### src/rtl/regfile_scoreboard.sv
// Dual-write, dual-read register file with optional write-to-read bypass and a
// per-register pending (scoreboard) bit used for pipeline hazard detection.
module regfile_scoreboard #(
  parameter  int WIDTH    = 32,
  parameter  int DEPTH    = 32,
  parameter  bit ZERO_REG = 1'b1,
  parameter  bit BYPASS   = 1'b1,
  localparam int AW       = $clog2(DEPTH)
) (
  input  logic             Clk,
  input  logic             Reset_n,
  input  logic [AW-1:0]    ReadRegister1,
  input  logic [AW-1:0]    ReadRegister2,
  output logic [WIDTH-1:0] ReadData1,
  output logic [WIDTH-1:0] ReadData2,
  output logic             ReadPending1,
  output logic             ReadPending2,
  input  logic [AW-1:0]    WriteRegisterA,
  input  logic [WIDTH-1:0] WriteDataA,
  input  logic             RegWriteA,
  input  logic [AW-1:0]    WriteRegisterB,
  input  logic [WIDTH-1:0] WriteDataB,
  input  logic             RegWriteB,
  input  logic [AW-1:0]    ReserveRegister,
  input  logic             Reserve,
  output logic             AnyPending
);

  logic [WIDTH-1:0] r_regs [DEPTH];
  logic [DEPTH-1:0] r_pend;

  logic [DEPTH-1:0] w_wen;
  logic [DEPTH-1:0] w_res;
  logic [WIDTH-1:0] w_wdata [DEPTH];

  // Read-side view of one address: bypassed data first, then stored data.
  function automatic logic [WIDTH-1:0] rd_data(input logic [AW-1:0] addr);
    logic [WIDTH-1:0] v;
    v = r_regs[addr];
    if (BYPASS) begin
      if (RegWriteB && (WriteRegisterB == addr)) begin
        v = WriteDataB;
      end else if (RegWriteA && (WriteRegisterA == addr)) begin
        v = WriteDataA;
      end
    end
    if (!Reset_n || (ZERO_REG && (addr == '0))) begin
      v = '0;
    end
    return v;
  endfunction

  // A bypass hit means the producer is completing now, so the register is no
  // longer pending unless a new producer reserves it on the same edge.
  function automatic logic rd_pend(input logic [AW-1:0] addr);
    logic p;
    p = r_pend[addr];
    if (BYPASS) begin
      if ((RegWriteB && (WriteRegisterB == addr)) ||
          (RegWriteA && (WriteRegisterA == addr))) begin
        p = Reserve && (ReserveRegister == addr);
      end
    end
    if (!Reset_n || (ZERO_REG && (addr == '0))) begin
      p = 1'b0;
    end
    return p;
  endfunction

  always_comb begin
    w_wen = '0;
    w_res = '0;
    for (int i = 0; i < DEPTH; i++) begin
      w_wen[i] = (RegWriteA && (WriteRegisterA == AW'(i))) ||
                 (RegWriteB && (WriteRegisterB == AW'(i)));
      w_res[i] = Reserve && (ReserveRegister == AW'(i));
      // Port B has priority on a same-address collision.
      w_wdata[i] = (RegWriteB && (WriteRegisterB == AW'(i))) ? WriteDataB : WriteDataA;
      if (ZERO_REG && (i == 0)) begin
        w_wen[i] = 1'b0;
        w_res[i] = 1'b0;
      end
    end
  end

  always_ff @(posedge Clk or negedge Reset_n) begin
    if (!Reset_n) begin
      for (int i = 0; i < DEPTH; i++) begin
        r_regs[i] <= '0;
      end
      r_pend <= '0;
    end else begin
      for (int i = 0; i < DEPTH; i++) begin
        if (w_wen[i]) begin
          r_regs[i] <= w_wdata[i];
        end
        // A same-edge reserve is the newer producer and overrides the clear.
        if (w_res[i]) begin
          r_pend[i] <= 1'b1;
        end else if (w_wen[i]) begin
          r_pend[i] <= 1'b0;
        end
      end
    end
  end

  assign ReadData1    = rd_data(ReadRegister1);
  assign ReadData2    = rd_data(ReadRegister2);
  assign ReadPending1 = rd_pend(ReadRegister1);
  assign ReadPending2 = rd_pend(ReadRegister2);
  assign AnyPending   = |r_pend;

endmodule
### config.mk
export PLATFORM = sky130hd
export DESIGN_NAME = regfile_scoreboard
export DESIGN_NICKNAME = d
export VERILOG_FILES = /design/src/rtl/regfile_scoreboard.sv
export SDC_FILE = /design/constraint.sdc
export NUM_CORES = 2
export LEC_CHECK = 0
export BUFFER_PORTS_ARGS = -buffer_cell sky130_fd_sc_hd__buf_2
export CAP_MARGIN = 20
export CORE_ASPECT_RATIO = 1.1
export CORE_MARGIN = 2
export CORE_UTILIZATION = 45
export DETAILED_ROUTE_END_ITERATION = 8
export RECOVER_POWER = 25
export SLEW_MARGIN = 20
export SYNTH_ARGS = -nofsm -noshare
export SYNTH_HDL_FRONTEND = slang
export SYNTH_SLANG_ARGS = --single-unit
### constraint.sdc
create_clock -name Clk -period 7.2 [get_ports Clk]
set_clock_uncertainty 0.2 [all_clocks]
set_input_delay 1.44 -clock Clk [delete_from_list [all_inputs] [get_ports Clk]]
set_output_delay 1.44 -clock Clk [all_outputs]
set_load 0.1 [all_outputs]
# Word-level counts from Yosys, hierarchy flattened
# Cells that the tools add are included.
# totals
ff_bits	1023
input_bits	94
output_inout_bits	67
# op_classes
n_lt_le_gt_ge	4
eq_ne	99
muxes	113
bitwise	2
n_reduce_logical	169
# ops
cell	n
32-bit 2-to-1 mux	41
32-bit binary-select mux with 5-bit select	2
5-bit == test, second input constant	48
5-bit by 4-bit == test with 1-bit output, second input constant	24
1-bit logical AND	99
1-bit 2-to-1 mux	68
2-bit nonzero test	31
5-bit by 3-bit == test with 1-bit output, second input constant	12
1-bit logical OR	35
31-bit OR reduction	1
5-bit by 2-bit == test with 1-bit output, second input constant	6
5-bit == test	6
5-bit by 1-bit == test with 1-bit output, second input constant	3
6-bit >= comparator, second input constant	2
5-bit by 6-bit less-than comparator with 1-bit output, second input constant	2
5-bit inverter with 6-bit output	2
1-bit binary-select mux with 5-bit select	2
5-bit logical NOT	2
1-bit logical NOT	1

# Depth between registers and ports, before layout
# logic_depth
depth_word	7
ltp_mapped	10
depth_no_buf	6

# Worst setup path before layout
# No wires, ideal clock.
# synth_path
path_kind	input to output
from	input ReadRegister2[2]
to	output ReadData2[29]
t_arrival_ns	4.976
t_required_ns	5.560
setup_slack_ns	0.584
path_stages	7
path_buffers	3
path_cell_list	buf_2 > buf_4 > clkbuf_1 > mux2i_1 > a221oi_1 > o21ai_0 > o32ai_1
# synth_between
elab_chain_len	7
# synth_rtl
element	line_no	rtl
start: declaration	13	input logic [AW-1:0] ReadRegister2,
5-bit inverter with 6-bit output (not written as such)	39	v = r_regs[addr];
32-bit binary-select mux with 5-bit select	39	
32-bit 2-to-1 mux (not written as such) (2 in a row)	39	
32-bit 2-to-1 mux	43	end else if (RegWriteA && (WriteRegisterA == addr)) begin
32-bit 2-to-1 mux	41	if (RegWriteB && (WriteRegisterB == addr)) begin
32-bit 2-to-1 mux *	47	if (!Reset_n || (ZERO_REG && (addr == '0))) begin
end: declaration	15	output logic [WIDTH-1:0] ReadData2,
# Every way passes the cells marked *; elsewhere a longest branch is shown, timed or not. The select of a mux whose other input is x is not followed.

# Worst setup path after layout
# layout_path
from	input WriteRegisterB[2]
to	output ReadData1[13]
# layout_between
elab_chain_len	4
# layout_rtl
element	line_no	rtl
start: declaration	21	input logic [AW-1:0] WriteRegisterB,
5-bit == test	41	
1-bit logical AND	41	
32-bit 2-to-1 mux	41	
32-bit 2-to-1 mux	47	
end: declaration	14	output logic [WIDTH-1:0] ReadData1,
# No other way between the ends.

==> results.md <==
- Outcome: complete, but fails checks
- Failing checks: capacitance limit, slew limit
- Initial antenna violation count: 27
- Max-cap violations: 9
- Startpoint types: input port
- Hold_buf cts: 0
- Most frequent cell after synthesis: mux2i_1
- Synth top area cells: dfrtp_1 39%, mux2i_1 19%, mux4_2 11%, a21oi_1 6.2%, nor2_1 4.9%
- CTS H-tree depth: 3
- Nets: 6238
- Fin. Hold Viols: 0
- Maximum clock path buffer count: 3
- Max VDD drop: 0.188 mV
- Largest net degree at the start of global routing: 133
- Initial drt markers: 9863
- Leading cell types by count after synthesis: 1268 x mux2i_1, 1023 x dfrtp_1, 854 x nor2_1
- Syn Nets: 6599
- Leakage: 31.1 nW
- Unrepaired setup endpoints after global routing: no
- DR vias: 56800
- Detailed Place HPWL: 173 mm
- Final setup viols: 0
- Final Cycle Share: 95.4%
- Post-CTS Setup Bufs: 0
- EDFF count, synth: 0
- Total Routing Usage GR: 38.6%
- Gpl congestion: 0.973
- Power per cell area: 284 nW/um^2
- Port bufs: 160
- Post-route ant nets: 0
- Yosys warnings: 0
- Synthesized area per cell: 10.1 sq um
- Worst Tran Pin Value: 3.86 ns
- Total die area: 149000 sq um
- Grt ovf: 0
- Final core occ: 50.0%
- Clock latency at the later pin of the worst-skew pair: 0.77 ns
- Vias per cell: 6.95
- Fin crit period: 6.87 ns
- Ports: 161
- Initial Utilization: 45.4%
- Post-Syn Area: 65500 sq um
- Reg clk slew, reported paths: 0.07 ns
- Pwr Total: 20.5 mW
- # resized after CTS: 0
- Slew Limit Fails: 488
- Slew HR: -157%
- Post-synth top flop: dfrtp_1
- Fin Hold WS: 0.373 ns
- Clk sinks: 1023
- Post-synth top area share: 39.1%
- Synthesis-stage register bit count: 1023
- TritonCTS Buffers: 113
- Number of global-route vias before repair: 53500
- CP Max Fanout: 33
- Die H: 404 um
- Row count: 146
- Distinct cell type count after synthesis: 62
- Asr flop ratio synth: 100%
- Hold Crit Class: register to register
- Biggest area consumer among synthesized cells: dfrtp_1
- DRT Wirelength: 293 mm
- Core ar.: 144000 sq um
- Worst EP required: 5.56 ns
- First-pass GRT wire length: 410 mm
- Sum of negative setup slack: 0 ns
- Data arrival, critical path: 5.23 ns
- Share of cells above drive strength 1: 16.6%
- Die Width: 368 um
- Drt drc: 0
- Register area share after synthesis: 39.1%
- CTS tree: built
- Fmax: 146 MHz
- Root Buffer: clkbuf_16
- Drt wl/cell: 35.8 um
- Critical path class: input port to output port
- Pre-antenna DRT Iters: 6
- P&R area growth vs syn: 10.2%
- Synth Instances: 6505
- Layout fillers: 13100
- Critical Path End Type: output port
-- through the flow --
| step | instances | setup slack (ns) | cell area (sq um) |
|---|---|---|---|
| after global placement | 7947 | 0.723 | 68200 |
| after detailed placement | 7949 | 0.778 | 68300 |
| final | 8170 | 0.332 | 72200 |
| after floorplan | 6505 | 0.584 | 65500 |
| after global routing | 8164 | 0.394 | 72200 |
| after CTS | 8153 | 0.764 | 72100 |
-- area by class of cell --
type,count,area [sq um],area share (%)
diodes,13,32.5,0.0451
clock buffers,164,3330,4.61
multi-input cells,4660,36800,51.0
flip-flops and latches,1023,25600,35.5
well taps,1924,2410,3.33
inverters,2,7.51,0.0104
repair buffers,344,3500,4.85
clock inverters,40,478,0.662
-- state kept, by name (all words and copies together) (netlist names) --
register	count
r_regs	992
r_pend	31
-- power breakdown --
part | internal, mW | switching, mW
logic | 2.74 | 3.01
clock network | 3.55 | 2.62
registers | 7.31 | 1.30
total | 13.6 | 6.92
-- metal layers --
layer / up-vias / global-route usage (%) / routed length, um
li1: 23100 / - / -
met1: 28100 / 51.4 / 110000
met2: 4495 / 52.6 / 119000
met3: 1075 / 14.7 / 42300
met4: 32 / 23.7 / 20600
met5: - / 0.489 / 242
-- cells in the final DEF (no fill, tap or decap), types with 17 or more instances in the layout --
master,Yosys,final
mux2_2,84,84
buf_2,155,85
nor3_1,34,32
buf_12,0,81
a21oi_1,814,814
o21ai_1,31,31
o21ai_0,280,280
nand3_1,31,25
nor2b_1,34,25
nand2_1,312,288
a221o_1,39,39
nand2_4,0,21
o221ai_1,43,43
clkbuf_8,0,28
buf_4,53,158
mux2i_1,1268,1268
clkbuf_16,0,115
clkinv_2,0,22
clkbuf_1,484,27
a221oi_1,109,109
or4_1,18,17
nor2_1,854,836
dfrtp_1,1023,1023
o22ai_1,93,93
mux4_2,330,330
a22oi_1,73,73
xor2_1,20,20
a211oi_1,33,33
-- critical path, stage by stage --
cell      delay (ns)
clkbuf_1        0.96
xor2_1          0.16
nor4_1          0.40
and3_4          0.48
or3b_4          0.80
a211oi_1        0.19
a221o_1         0.50
buf_12          0.25
-- final timing paths --
path | startpoint | end | slack (ns) | cells after the start
max reg2reg | r_regs[242]$_DFFE_PN0P_ | r_regs[242]$_DFFE_PN0P_ | 6.13 | 2
min | r_pend[3]$_DFFE_PN0P_ | r_pend[3]$_DFFE_PN0P_ | 0.37 | 1
min reg2reg | r_pend[3]$_DFFE_PN0P_ | r_pend[3]$_DFFE_PN0P_ | 0.37 | 1
min in group asynchronous | Reset_n | r_regs[45]$_DFFE_PN0P_ | 0.40 | 1
max | WriteRegisterB[2] | ReadData1[13] | 0.33 | 8
max in group asynchronous | Reset_n | r_regs[423]$_DFFE_PN0P_ | 1.13 | 4
-- kinds of logic (layout without fill, tap and decap cells) --
group	Yosys count	in the layout	synth area share, %
other cells	0	13	0
xor+xnor	30	30	0.401
buf+inv	822	550	5.55
flops	1023	1023	39.1
mux	1683	1683	32.2
simple gates	1360	1360	8.50
compound gates	1587	1587	14.3
Power figures use the tool's default switching activity.
